$ cat src/rtl/axil_master_port.sv
// Single-outstanding AXI4-Lite initiator: local command in, one completion out.
// Optional watchdog with ERR state when AXIM_TIMEOUT_EN is defined.
module axil_master_port #(
  parameter int DATA_WIDTH     = 32,
  parameter int ADDR_WIDTH     = 8,
  parameter int RESP_WIDTH     = 3,
  parameter int TIMEOUT_CYCLES = 256
) (
  input  logic                    m0_axi_aclk,
  input  logic                    m0_axi_areset,
  input  logic                    cmd_valid,
  output logic                    cmd_ready,
  input  logic                    cmd_write,
  input  logic [ADDR_WIDTH-1:0]   cmd_addr,
  input  logic [DATA_WIDTH-1:0]   cmd_wdata,
  input  logic [DATA_WIDTH/8:0]   cmd_wstrb,
  output logic                    rsp_valid,
  input  logic                    rsp_ready,
  output logic [DATA_WIDTH-1:0]   rsp_rdata,
  output logic [RESP_WIDTH-1:0]   rsp_resp,
  output logic [ADDR_WIDTH-1:0]   m0_axi_awaddr,
  output logic                    m0_axi_awvalid,
  input  logic                    m0_axi_awready,
  output logic [DATA_WIDTH-1:0]   m0_axi_wdata,
  output logic [DATA_WIDTH/8:0]   m0_axi_wstrb,
  output logic                    m0_axi_wvalid,
  input  logic                    m0_axi_wready,
  input  logic [RESP_WIDTH-1:0]   m0_axi_bresp,
  input  logic                    m0_axi_bvalid,
  output logic                    m0_axi_bready,
  output logic [ADDR_WIDTH-1:0]   m0_axi_araddr,
  output logic                    m0_axi_arvalid,
  input  logic                    m0_axi_arready,
  input  logic [DATA_WIDTH-1:0]   m0_axi_rdata,
  input  logic [RESP_WIDTH-1:0]   m0_axi_rresp,
  input  logic                    m0_axi_rvalid,
  output logic                    m0_axi_rready
);

  localparam int NB = DATA_WIDTH / 8;

  localparam logic [2:0] S_IDLE    = 3'd0;
  localparam logic [2:0] S_WR      = 3'd1;
  localparam logic [2:0] S_WR_RESP = 3'd2;
  localparam logic [2:0] S_RD_ADDR = 3'd3;
  localparam logic [2:0] S_RD_DATA = 3'd4;
  localparam logic [2:0] S_RSP     = 3'd5;
  localparam logic [2:0] S_ERR     = 3'd6;

  logic [2:0]            state;
  logic [2:0]            state_nx;
  logic                  aw_done;
  logic                  w_done;
  logic [ADDR_WIDTH-1:0] addr_q;
  logic [DATA_WIDTH-1:0] wdata_q;
  logic [NB-1:0]         strb_q;
  logic [DATA_WIDTH-1:0] rdata_q;
  logic [RESP_WIDTH-1:0] resp_q;

  // Decodes are gated by reset so every output reads 0 while it is held.
  logic run;
  logic in_idle;
  logic in_wr;
  logic in_wr_resp;
  logic in_rd_addr;
  logic in_rd_data;
  logic in_rsp;
  logic err_rsp;

  assign run        = ~m0_axi_areset;
  assign in_idle    = run & (state == S_IDLE);
  assign in_wr      = run & (state == S_WR);
  assign in_wr_resp = run & (state == S_WR_RESP);
  assign in_rd_addr = run & (state == S_RD_ADDR);
  assign in_rd_data = run & (state == S_RD_DATA);
  assign in_rsp     = run & (state == S_RSP);

  logic aw_hs;
  logic w_hs;

  assign aw_hs = m0_axi_awvalid & m0_axi_awready;
  assign w_hs  = m0_axi_wvalid & m0_axi_wready;

`ifdef AXIM_TIMEOUT_EN
  localparam int CW = $clog2(TIMEOUT_CYCLES) + 1;

  logic [CW-1:0] cnt;
  logic          timed;
  logic          in_err;
  logic          err_ack;

  assign timed   = (state == S_WR) | (state == S_WR_RESP) |
                   (state == S_RD_ADDR) | (state == S_RD_DATA);
  assign in_err  = run & (state == S_ERR);
  assign err_rsp = in_err & ~err_ack;
`else
  assign err_rsp = 1'b0;
`endif

  always_comb begin
    state_nx = state;
    unique case (state)
      S_IDLE:
        if (cmd_valid) state_nx = cmd_write ? S_WR : S_RD_ADDR;
      S_WR:
        if ((aw_done | aw_hs) & (w_done | w_hs)) state_nx = S_WR_RESP;
      S_WR_RESP:
        if (m0_axi_bvalid) state_nx = S_RSP;
      S_RD_ADDR:
        if (m0_axi_arready) state_nx = S_RD_DATA;
      S_RD_DATA:
        if (m0_axi_rvalid) state_nx = S_RSP;
      S_RSP:
        if (rsp_ready) state_nx = S_IDLE;
      S_ERR:
        state_nx = S_ERR;
      default:
        state_nx = S_IDLE;
    endcase
`ifdef AXIM_TIMEOUT_EN
    if (timed && (state_nx == state) &&
        (cnt == CW'(TIMEOUT_CYCLES - 1)))
      state_nx = S_ERR;
`endif
  end

  always_ff @(posedge m0_axi_aclk) begin
    if (m0_axi_areset) begin
      state   <= S_IDLE;
      aw_done <= 1'b0;
      w_done  <= 1'b0;
      addr_q  <= '0;
      wdata_q <= '0;
      strb_q  <= '0;
      rdata_q <= '0;
      resp_q  <= '0;
    end else begin
      state <= state_nx;
      if (state == S_IDLE) begin
        aw_done <= 1'b0;
        w_done  <= 1'b0;
        if (cmd_valid) begin
          addr_q  <= cmd_addr;
          wdata_q <= cmd_wdata;
          strb_q  <= cmd_wstrb[NB-1:0];
        end
      end
      if (state == S_WR) begin
        aw_done <= aw_done | aw_hs;
        w_done  <= w_done | w_hs;
      end
      if ((state == S_WR_RESP) && m0_axi_bvalid) begin
        resp_q  <= m0_axi_bresp;
        rdata_q <= '0;
      end
      if ((state == S_RD_DATA) && m0_axi_rvalid) begin
        resp_q  <= m0_axi_rresp;
        rdata_q <= m0_axi_rdata;
      end
    end
  end

`ifdef AXIM_TIMEOUT_EN
  always_ff @(posedge m0_axi_aclk) begin
    if (m0_axi_areset) begin
      cnt     <= '0;
      err_ack <= 1'b0;
    end else begin
      if (state_nx != state) cnt <= '0;
      else if (timed)        cnt <= cnt + 1'b1;
      if ((state == S_ERR) && rsp_ready) err_ack <= 1'b1;
    end
  end
`endif

  assign cmd_ready      = in_idle;
  assign m0_axi_awvalid = in_wr & ~aw_done;
  assign m0_axi_wvalid  = in_wr & ~w_done;
  assign m0_axi_awaddr  = in_wr ? addr_q : '0;
  assign m0_axi_wdata   = in_wr ? wdata_q : '0;
  assign m0_axi_wstrb   = in_wr ? {1'b0, strb_q} : '0;
  assign m0_axi_bready  = in_wr_resp;
  assign m0_axi_arvalid = in_rd_addr;
  assign m0_axi_araddr  = in_rd_addr ? addr_q : '0;
  assign m0_axi_rready  = in_rd_data;

  assign rsp_valid = in_rsp | err_rsp;
  assign rsp_rdata = in_rsp ? rdata_q : '0;
  assign rsp_resp  = in_rsp  ? resp_q :
                     err_rsp ? '1 : '0;

  logic unused_ok;
  assign unused_ok = ^{cmd_wstrb[NB], 1'(TIMEOUT_CYCLES)};

endmodule

$ cat config.mk
export PLATFORM = sky130hd
export DESIGN_NAME = axil_master_port
export DESIGN_NICKNAME = d
export VERILOG_FILES = /design/src/rtl/axil_master_port.sv
export SDC_FILE = /design/constraint.sdc
export NUM_CORES = 1
export LEC_CHECK = 0
export CAP_MARGIN = 20
export CORE_UTILIZATION = 30
export DETAILED_ROUTE_END_ITERATION = 8
export PLACE_DENSITY_LB_ADDON = 0.25
export SLEW_MARGIN = 5
export SYNTH_ARGS = -nofsm -noshare
export SYNTH_HDL_FRONTEND = slang
export SYNTH_SLANG_ARGS = --single-unit
$ cat constraint.sdc
create_clock -name m0_axi_aclk -period 2 [get_ports m0_axi_aclk]
set_input_delay 0.2 -clock m0_axi_aclk [delete_from_list [all_inputs] [get_ports m0_axi_aclk]]
set_output_delay 0.2 -clock m0_axi_aclk [all_outputs]
set_load 0.02 [all_outputs]
### Yosys cells after proc, flatten, opt, wreduce, memory -nomap -nowiden

Index checks and enable logic that the tools add are counted.

| word-level totals | value |
|---|---|
| word-level logic and storage cells | 64 |
| output and inout port bits | 95 |
| flip-flop bits (word level) | 84 |

| cells by class | value |
|---|---|
| bitwise logic cells | 16 |
| equal/unequal tests | 12 |
| multiplexer cells | 21 |
| reductions and logical operators | 7 |

Operators with widths:

| operator | count |
|---|---|
| 32-bit two-way mux | 4 |
| 3-bit two-way mux | 9 |
| 3-bit one-hot mux with 7 select lines | 1 |
| 8-bit two-way mux | 2 |
| 2-bit inequality test, second input constant | 6 |
| 1-bit AND | 11 |
| 3-bit equality test, second input constant | 3 |
| 3-bit by 2-bit equality test with 1-bit output, second input constant | 2 |
| 6-bit AND reduction | 1 |
| 4-bit two-way mux | 1 |
| 2-bit nonzero test | 2 |
| 3-bit by 1-bit equality test with 1-bit output, second input constant | 1 |
| 3-bit logical NOT | 1 |
| 1-bit two-way mux | 3 |
| 1-bit NOT | 3 |
| 1-bit logical AND | 2 |
| 2-bit two-way mux | 1 |
| 1-bit bitwise OR | 2 |
| 2-bit AND reduction | 1 |

### Depth between registers and ports, before layout

Gate-level depths: netlist of run 1.

| depth | value |
|---|---|
| word-level depth | 8 |
| gate-level depth with buffers | 5 |
| mapped depth without buffers | 3 |

### Worst setup path after synthesis of run 1

OpenSTA, ideal clock, no wires.

| path | value |
|---|---|
| path type | register -> output |
| start | register state[1] |
| end | output m0_axi_awvalid |
| arrival time | 1.386 ns |
| required time | 1.800 ns |
| slack | 0.414 ns |
| cell stages (with the launch flop) | 4 |
| path buffers | 2 |
| path through | dfxtp_1 > buf_4 > clkbuf_1 > nor4_1 |

| on the way | value |
|---|---|
| cells in the longest elaborated chain, start to end | 3 |

Ends and longest elaborated chain:

| what | RTL line | RTL |
|---|---|---|
| start, declared | 50 | `logic [2:0] state;` |
| start signal, assigned | 138 | `state <= state_nx;` |
| 3-bit by 1-bit equality test with 1-bit output | 72 | `assign in_wr = run & (state == S_WR);` |
| 1-bit AND | 72 |  |
| 1-bit AND | 177 | `assign m0_axi_awvalid = in_wr & ~aw_done;` |
| end, declared | 22 | `output logic m0_axi_awvalid,` |

Every way passes these cells.

### Worst setup path in the final report of run 1

| path | value |
|---|---|
| start | register state[1] |
| end | output m0_axi_wvalid |

| on the way | value |
|---|---|
| cells in the longest elaborated chain, start to end | 3 |

Ends and longest elaborated chain:

| what | RTL line | RTL |
|---|---|---|
| 3-bit by 1-bit equality test with 1-bit output | 72 |  |
| 1-bit AND | 72 |  |
| 1-bit AND | 178 | `assign m0_axi_wvalid = in_wr & ~w_done;` |
| end, declared | 26 | `output logic m0_axi_wvalid,` |

Every way passes these cells.

==> flow_summary.ini, run 1 <==
[run_status]
status = finished clean

[synthesis]
yosysTopAreaCellShare_pct = 45.2
synthesis.yosys.warnings = 0
avgSynthCellArea_sq_um = 8.59
ys.flop_type = dfxtp_1
synth-seq-cells = 84
yosys-top-cells-area = dfxtp_1 (45%), and2_1 (15%), nand2_1 (9.1%), a32o_1 (8.6%), a21oi_1 (6.7%)
synth.distinct_cells = 38
post_synth_instance_area_sq_mm = 0.00372
ys_seq_area_share_pct = 45.2
synth_top_cell_by_area = dfxtp_1
synth_cells = 433
async_reset_ff_share_pct = 0
synth-edff-count = 0
syn-num-nets = 526

[timing]
hold_slack_ns = 0.263
fin_tns_setup_ns = 0
fin_worst_skew_ns = 0.00717
setup_viol = 0
period_needed_ns = 1.98
slew_viol_final = 0
timing.final.crit_share_pct = 98.9
fmax_mhz = 506
rsz0062_at_grt = no
finalHoldViolations = 0

[floorplanning]
die_area_sq_mm = 0.0128
die_h_microns = 113
initial_core_util_pct = 30.8
die_x_microns = 113
ioPinCount = 188
fp-row-count = 40
core_sq_mm = 0.0121

[detailed_routing]
drc_errors = 0
finalWirelength_microns = 11100
ant_nets = 0
routedWlPerCell_microns = 14.1
viasPerCell = 4.70
first_pass_iters = 4
vias = 3693
drt_iter0_markers = 226

[global_route]
grt_pass1_vias = 3705
antenna_found_initial = 1
grt_pass1_wl_microns = 18100
track_usage_pct = 18.0
grt_max_degree = 45
grt-ovfl-total = 0

[power_and_ir_drop]
p_per_area_mw_per_mm2 = 681
vdd_drop_max_uv = 417
p_leak_nw = 2.44

[worst_setup_path]
cp_max_fo = 5
critPathCapture = m0_axi_wvalid
critical_path.top_delay_family = buffers and inverters
start_kind = flop
max_stage_delay_ns = 0.70
worstPathRequired_ns = 1.80
timing.rr.end = wdata_q[11]
crit_path_cell_trace = buf_4 > nor4_1 > clkdlybuf4s50_1
cp_num_cells = 3
worstPathArrival_ns = 1.78
rrSetupSlack_ns = 0.36
slowest_stage = clkdlybuf4s50_1
r2r-start = state[0]
worstSetupEndpointType = output port
crit_buf_inv = 2
path_class = reg -> out
crit_start = state[1]
reg2reg_depth = 5

[clock_tree]
cts_made_buffers = 9
clockRootBuffer = clkbuf_16
ctsLongestPathBuffers = 2
ctsHtreeMaxLevel = 3
tritoncts = done
clk_latency_ns = 0.34
cts-hold-fix-buffers = 0
clk_pin_slew_worst_paths_ns = 0.06
clock-sinks = 84

[cells_and_area]
syn2layout_area_growth_pct = 60.1
nets = 706
stdcell_count = 786
diodes = 0
drive_above_1_share_pct = 17.0

[flow_run]
cap_violations = 0

[placement]
port_buffers = 185
hpwl_microns = 7620
dpl.cell_count = 766
routabilityCongestion = 0.711

[hold_path]
hold_class = in -> reg
## layout make-up
type | instances | area (sq um)
fillers | 1176 | 6110
repair buffers | 208 | 1950
multi-input cells | 308 | 1830
flip-flops and latches | 84 | 1680
clock buffers | 11 | 243
well taps | 168 | 210
clock inverters | 5 | 27.5
inverters | 2 | 7.51
## cells in the mapped netlist (all sizes together) (5+ instances only)
cell    count
a21oi      51
a32o       32
and2       87
buf        21
clkbuf     18
dfxtp      84
mux2i       5
nand2      90
nor2        6
nor3        5
o21ai       6
## metal layers
layer,wire length (microns),vias up,GRT usage (%)
li1,-,1825,-
met1,4580,1702,20.0
met2,5150,149,30.3
met3,1120,15,7.45
met4,194,2,7.72
met5,13,-,0
## kinds of logic (layout without fill, tap and decap cells)
family / count (synthesis) / count (layout) / share of synthesized area, %
buffers and inverters: 41 / 226 / 5.95
AO/OA/AOI/OAI: 96 / 96 / 17.9
other: 1 / 1 / 0.101
flip-flops: 84 / 84 / 45.2
multiplexers: 5 / 5 / 1.35
AND/OR/NAND/NOR: 206 / 206 / 29.4
## placed cells by master, fill, tap and decap left out, types with 2 or more instances in the layout
master,instances
and2_1,85
a21o_1,2
buf_4,34
buf_6,3
clkinv_2,4
nor2_1,5
clkbuf_16,9
clkdlybuf4s15_2,21
nor2b_1,2
buf_12,3
and2_4,2
nand2_1,90
o21ai_0,6
buf_2,4
dlygate4sd2_1,22
nand3b_1,2
clkbuf_2,13
nand2b_1,2
a21oi_1,50
dfxtp_2,2
nor4_1,3
clkdlybuf4s50_1,92
nor3_1,4
a32o_1,32
clkdlybuf4s15_1,15
mux2i_1,5
dfxtp_1,82
## tightest hold or removal path, cell delays in order
cell and delay (ns):
buf_2 0.15, buf_4 0.17, a21oi_1 0.04
## stage by stage
step | utilization [%] | instance area [sq um] | setup WS (ns) | power, mW
global placement | 47.7 | 5750 | 0.0661 | 2.54
detailed placement | 47.7 | 5750 | 0.0298 | 2.56
floorplan | - | 3720 | 0.414 | 2.22
CTS | 49.5 | 5970 | -0.00579 | 4.12
finish | 49.4 | 5950 | 0.0229 | 4.06
global route | 49.4 | 5950 | 0.00199 | 4.25
## repair_timing
| action | 4_1_cts | 5_1_grt |
|---|---|---|
| pin swaps | 1 | 1 |
| buffers inserted | 2 | 2 |
| setup endpoints to repair | 92 | 70 |
| cloned | 1 | 0 |
| endpoints found under the hold margin | 0 | 0 |
| resized for setup | 209 | 51 |
## report_power, final
group	internal, mW	leakage [nW]	switching [mW]
Clock	0.866	0.135	0.662
Sequential	1.77	0.684	0.0491
Combinational	0.359	1.62	0.350
Total	2.99	2.44	1.06
## how the worst min path moves through the flow
stage | end | slack (ns) | cells after the start | startpoint
floorplan | rdata_q[0] | 0.33 | 1 | m0_axi_rdata[0]
global placement | wdata_q[2] | 0.44 | 2 | wdata_q[2]
detailed placement | wdata_q[3] | 0.44 | 2 | wdata_q[3]
CTS | aw_done | 0.24 | 3 | m0_axi_areset
global route | aw_done | 0.27 | 3 | m0_axi_areset
finish | state[2] | 0.26 | 3 | m0_axi_areset
## state kept, by name (all words and copies together), names as in the netlist
name and count:
rdata_q 32, wdata_q 32, addr_q 8, strb_q 4
resp_q 3, state 3, aw_done 1, w_done 1
Note: power is estimated with default switching activity, not from simulation.
==> inputs of run 2 (changes only) <==
--- a/config.mk
+++ b/config.mk
@@ -6,7 +6,7 @@
 export NUM_CORES = 1
 export LEC_CHECK = 0
 export CAP_MARGIN = 20
-export CORE_UTILIZATION = 30
+export CORE_UTILIZATION = 40
 export DETAILED_ROUTE_END_ITERATION = 8
 export PLACE_DENSITY_LB_ADDON = 0.25
 export SLEW_MARGIN = 5
==> constraint.sdc (replaced) <==
create_clock -name m0_axi_aclk -period 2.16 [get_ports m0_axi_aclk]
set_input_delay 0.216 -clock m0_axi_aclk [delete_from_list [all_inputs] [get_ports m0_axi_aclk]]
set_output_delay 0.216 -clock m0_axi_aclk [all_outputs]
set_load 0.02 [all_outputs]
==> run 2 against run 1 <==
The run now ends with DRC left. Count of clock-buffer cells in the layout increased by 1. Clock power decreased by 27%. Worst hold slack improved by 0.032 ns. Worst setup slack gained 0.069 ns. Sequential share of layout area grew 0.94 points. First-iteration DRC count fell by 52%. Total power decreased by 16%. Sequential cell count stayed put. Sequential power shrank 8%. Largest power group unchanged. Highest routed layer is now met4.
==> flow_summary.ini, run 2 (same netlist as run 1, synthesis figures left out) <==
[clock_tree]
clockRootBuffer = clkbuf_8
ctsHtreeMaxLevel = 3
clk_latency_ns = 0.34
ctsLongestPathBuffers = 2
post_cts_buffers = 0
clock-sinks = 84
tritoncts = done
clk_pin_slew_worst_paths_ns = 0.09
cts_made_buffers = 9

[floorplanning]
fp-row-count = 34
die_x_microns = 98.4
core_sq_mm = 0.00885
ioPinCount = 188
die_area_sq_mm = 0.00969
die_h_microns = 98.4
initial_core_util_pct = 42.0

[placement]
post-place-ws_ns = 0.130
port_buffers = 185
dpl.cell_count = 702
hpwl_microns = 6980
routabilityCongestion = 0.779
place_area_sq_mm = 0.00564

[cells_and_area]
n_fill_cell = 803
seq_area_sq_mm = 0.00168
final_util_pct = 65.1
layout_commonest_cell = clkdlybuf4s50_1
diodes = 0
final_cell_area_sq_mm = 0.00576
syn2layout_area_growth_pct = 54.8
multi_input_area_sq_mm = 0.00182
nets = 698
final_cell_mix = clkdlybuf4s50_1 (95), nand2_1 (90), and2_1 (87)
largestRegisters = rdata_q (32), wdata_q (32), addr_q (8)
stdcell_count = 718
drive_above_1_share_pct = 6.39

[timing]
finalHoldViolations = 0
period_needed_ns = 2.07
fin_ws_ns = 0.0915
timing.final.crit_share_pct = 95.8
fin_tns_setup_ns = 0
slew_viol_final = 0
fmax_mhz = 483
setup_viol = 0
fin_worst_skew_ns = 0.0128
hold_slack_ns = 0.294
rsz0062_at_grt = no

[detailed_routing]
finalWirelength_microns = 10100
viasPerCell = 5.08
vias = 3644
ant_nets = 0
drt_iter0_markers = 109
first_pass_iters = 9
routedWlPerCell_microns = 14.1
drc_errors = 13

[run_status]
violations = DRC
status = finished, violations left

[hold_path]
hold_class = in -> reg

[global_route]
grt_max_degree = 45
antenna_found_initial = 0
track_usage_pct = 21.0
grt-ovfl-total = 0
grt_pass1_vias = 3406
grt_pass1_wl_microns = 16500

[worst_setup_path]
cp_max_fo = 9
start_kind = flop
worstPathRequired_ns = 1.94
path_class = reg -> out
worstPathArrival_ns = 1.85
worstSetupEndpointType = output port

[power_and_ir_drop]
total_power_mw = 3.41
p_leak_nw = 2.55
vdd_drop_max_uv = 302
p_per_area_mw_per_mm2 = 593

[flow_run]
cap_violations = 0
## run 2: cell types whose count changed in the layout (fill, tap and decap cells not counted), sizes merged
cell / before / now
dlymetal6s2s: 1 / 2
clkinvlp: 1 / 0
clkinv: 5 / 4
buf: 44 / 16
clkbuf: 24 / 12
clkdlybuf4s15: 36 / 17
bufinv: 0 / 1
clkdlybuf4s50: 92 / 95
dlygate4sd2: 22 / 70
## run 2: path summary, 6_finish.rpt
| check | endpoint | startpoint | slack [ns] | cells past startpoint |
|---|---|---|---|---|
| worst max register to register | strb_q[3] | state[2] | 0.46 | 5 |
| worst min register to register | wdata_q[14] | wdata_q[14] | 0.45 | 2 |
| worst min-delay path | state[1] | m0_axi_areset | 0.29 | 3 |
| worst max-delay path | cmd_ready | state[1] | 0.09 | 3 |
## run 2: timing repair
| action | 4_1_cts | 5_1_grt |
|---|---|---|
| hold buffers | 0 | 0 |
| gates resized for setup | 88 | 20 |
| endpoints found under the hold margin | 0 | 0 |
| pin swaps | 0 | 0 |
| endpoints found under the setup margin | 87 | 47 |
## run 2: report_power, final
group	internal (mW)	leakage, nW	switching [mW]
clock network	0.566	0.100	0.547
logic	0.311	1.76	0.305
registers	1.64	0.684	0.0480
total	2.51	2.55	0.900
## run 2: area by class of cell
cell class | instances | share of cell area [%]
tap | 108 | 2.35
timing repair buffer | 200 | 33.2
sequential | 84 | 29.2
clock buffer | 12 | 2.52
inverter | 2 | 0.130
multi-input combinational | 308 | 31.7
clock inverter | 4 | 0.847
## run 2: routing by layer
metal | share of wire, % | wire length, microns | up-vias | global-route usage, %
li1 | - | - | 1810 | -
met1 | 42 | 4280 | 1698 | 25.9
met2 | 47 | 4780 | 126 | 34.6
met3 | 9.5 | 966 | 10 | 7.09
met4 | 1.2 | 119 | 0 | 6.20
met5 | 0 | 0 | - | 0
## run 2: worst max-delay path: stages, from the launching register on
cell             delay, ns
dfxtp_1               0.38
buf_4                 0.19
nor4_1                0.26
clkdlybuf4s50_1       0.67
==> inputs of run 3 (changes only) <==
--- a/config.mk
+++ b/config.mk
@@ -7,7 +7,9 @@
 export LEC_CHECK = 0
 export CAP_MARGIN = 20
 export CORE_UTILIZATION = 40
+export CTS_CLUSTER_SIZE = 10
 export DETAILED_ROUTE_END_ITERATION = 8
+export MAX_ROUTING_LAYER = met4
 export PLACE_DENSITY_LB_ADDON = 0.25
 export SLEW_MARGIN = 5
 export SYNTH_ARGS = -nofsm -noshare
==> run 3 against run 2 <==
The run still ends with DRC left. Largest cell class unchanged. Critical path depth stayed put. Via count is essentially flat. Clock skew barely moved. Non-clock buffer count is the same. Sequential cell count unchanged. Worst hold slack is essentially flat.
==> flow_summary.ini, run 3 (same netlist as run 1, synthesis figures left out) <==
[detailed_routing]
ant_nets = 0
first_pass_iters = 8
drc_errors = 13
vias = 3647
finalWirelength_microns = 10100
viasPerCell = 5.08
drt_iter0_markers = 130
routedWlPerCell_microns = 14.1

[global_route]
grt_pass1_wl_microns = 16500
antenna_found_initial = 0
track_usage_pct = 21.6
grt_max_degree = 45
grt-ovfl-total = 0
grt_pass1_vias = 3406

[worst_setup_path]
worstSetupEndpointType = output port
worstPathArrival_ns = 1.85
path_class = reg -> out
max_stage_delay_ns = 0.67
cp_max_fo = 9
start_kind = flop
worstPathRequired_ns = 1.94
crit_path_cell_trace = buf_4 > nor4_1 > clkdlybuf4s50_1
slowest_stage = clkdlybuf4s50_1

[floorplanning]
die_area_sq_mm = 0.00969
die_h_microns = 98.4
ioPinCount = 188
die_x_microns = 98.4
fp-row-count = 34
core_sq_mm = 0.00885
initial_core_util_pct = 42.0

[cells_and_area]
stdcell_count = 718
n_fill_cell = 803
nets = 698
drive_above_1_share_pct = 6.39
largestRegisters = rdata_q (32), wdata_q (32), addr_q (8)
syn2layout_area_growth_pct = 54.8
diodes = 0
final_cell_area_sq_mm = 0.00576
final_cell_mix = clkdlybuf4s50_1 (95), nand2_1 (90), and2_1 (87)
layout_commonest_cell = clkdlybuf4s50_1

[placement]
place_area_sq_mm = 0.00564
hpwl_microns = 6980
port_buffers = 185
dpl.cell_count = 702
routabilityCongestion = 0.789

[clock_tree]
clk_latency_ns = 0.34
cts-hold-fix-buffers = 0
ctsLongestPathBuffers = 2
tritoncts = done
cts_made_buffers = 9
clk_pin_slew_worst_paths_ns = 0.09
clockRootBuffer = clkbuf_8
clock-sinks = 84
ctsHtreeMaxLevel = 3

[run_status]
violations = DRC
status = finished, violations left

[power_and_ir_drop]
p_sw_share_pct = 26.4
p_int_mw = 2.51
p_clk_share_pct = 32.6
p_switching_mw = 0.900
vdd_drop_max_uv = 301
total_power_mw = 3.41
p_per_area_mw_per_mm2 = 593
comb_power_share_pct = 18.0
power.share.sequential_pct = 49.4
p_leak_nw = 2.55

[hold_path]
hold_class = in -> reg

[timing]
rsz0062_at_grt = no
fmax_mhz = 483
fin_worst_skew_ns = 0.0124
finalHoldViolations = 0
fin_tns_setup_ns = 0
setup_viol = 0
slew_viol_final = 0
period_needed_ns = 2.07
timing.final.crit_share_pct = 95.8

[flow_run]
cap_violations = 0
run 3: cell counts in the layout (fill, tap and decap cells not counted):
Identical to the previous run, type by type.
run 3: power groups by stage:
stage / Clock [mW] / Combinational [mW] / Sequential [mW]
3_3_place_gp: 0 / 0.618 / 1.71
4_1_cts: 1.15 / 0.619 / 1.68
6_report: 1.11 / 0.615 / 1.68
3_5_place_dp: 0 / 0.629 / 1.72
2_1_floorplan: 0 / 0.353 / 1.70
5_1_grt: 1.23 / 0.672 / 1.70
run 3: per-layer routing:
metal	routed length (microns)	GRT usage (%)	vias to the layer above	share of wire (%)
li1	-	-	1810	-
met1	4400	26.9	1705	43
met2	4770	34.5	123	47
met4	108	6.20	0	1.1
met5	0	-	-	0
met3	852	5.82	9	8.4
run 3: path summary, 6_finish.rpt:
path	cells after the start	slack, ns	from	end
worst min register to register	2	0.45	wdata_q[14]	wdata_q[14]
worst min-delay path	3	0.29	m0_axi_areset	state[1]
worst max register to register	5	0.46	state[2]	wdata_q[24]
worst max-delay path	3	0.09	state[1]	cmd_ready
run 3: cell type report:
cell class                 instances  area (sq um)  share of cell area, %
clock buffer                      12           145                   2.52
sequential                        84          1680                   29.2
timing repair buffer             200          1910                   33.2
tap                              108           135                   2.35
inverter                           2          7.51                  0.130
multi-input combinational        308          1820                   31.7
clock inverter                     4          48.8                  0.847
run 3: metrics by stage:
step                worst slack [ns]  utilization [%]  hold slack, ns
finish                        0.0917             65.1           0.295
global route                 0.00110             65.1           0.293
CTS                          0.00895             64.7           0.283
detailed placement             0.130             63.8           0.443
global placement               0.188             63.8           0.437
floorplan                      0.558                -           0.342
run 3: critical path: cells and delay by family (launching register included):
family / cells / cell delay, ns
AND/OR/NAND/NOR: 1 / 0.26
buffers and inverters: 2 / 0.86
flip-flops: 1 / 0.39
run 3: what timing repair did:
action | CTS | global route
endpoints found under the setup margin | 87 | 47
setup buffers | 0 | 0
gates resized for setup | 88 | 20
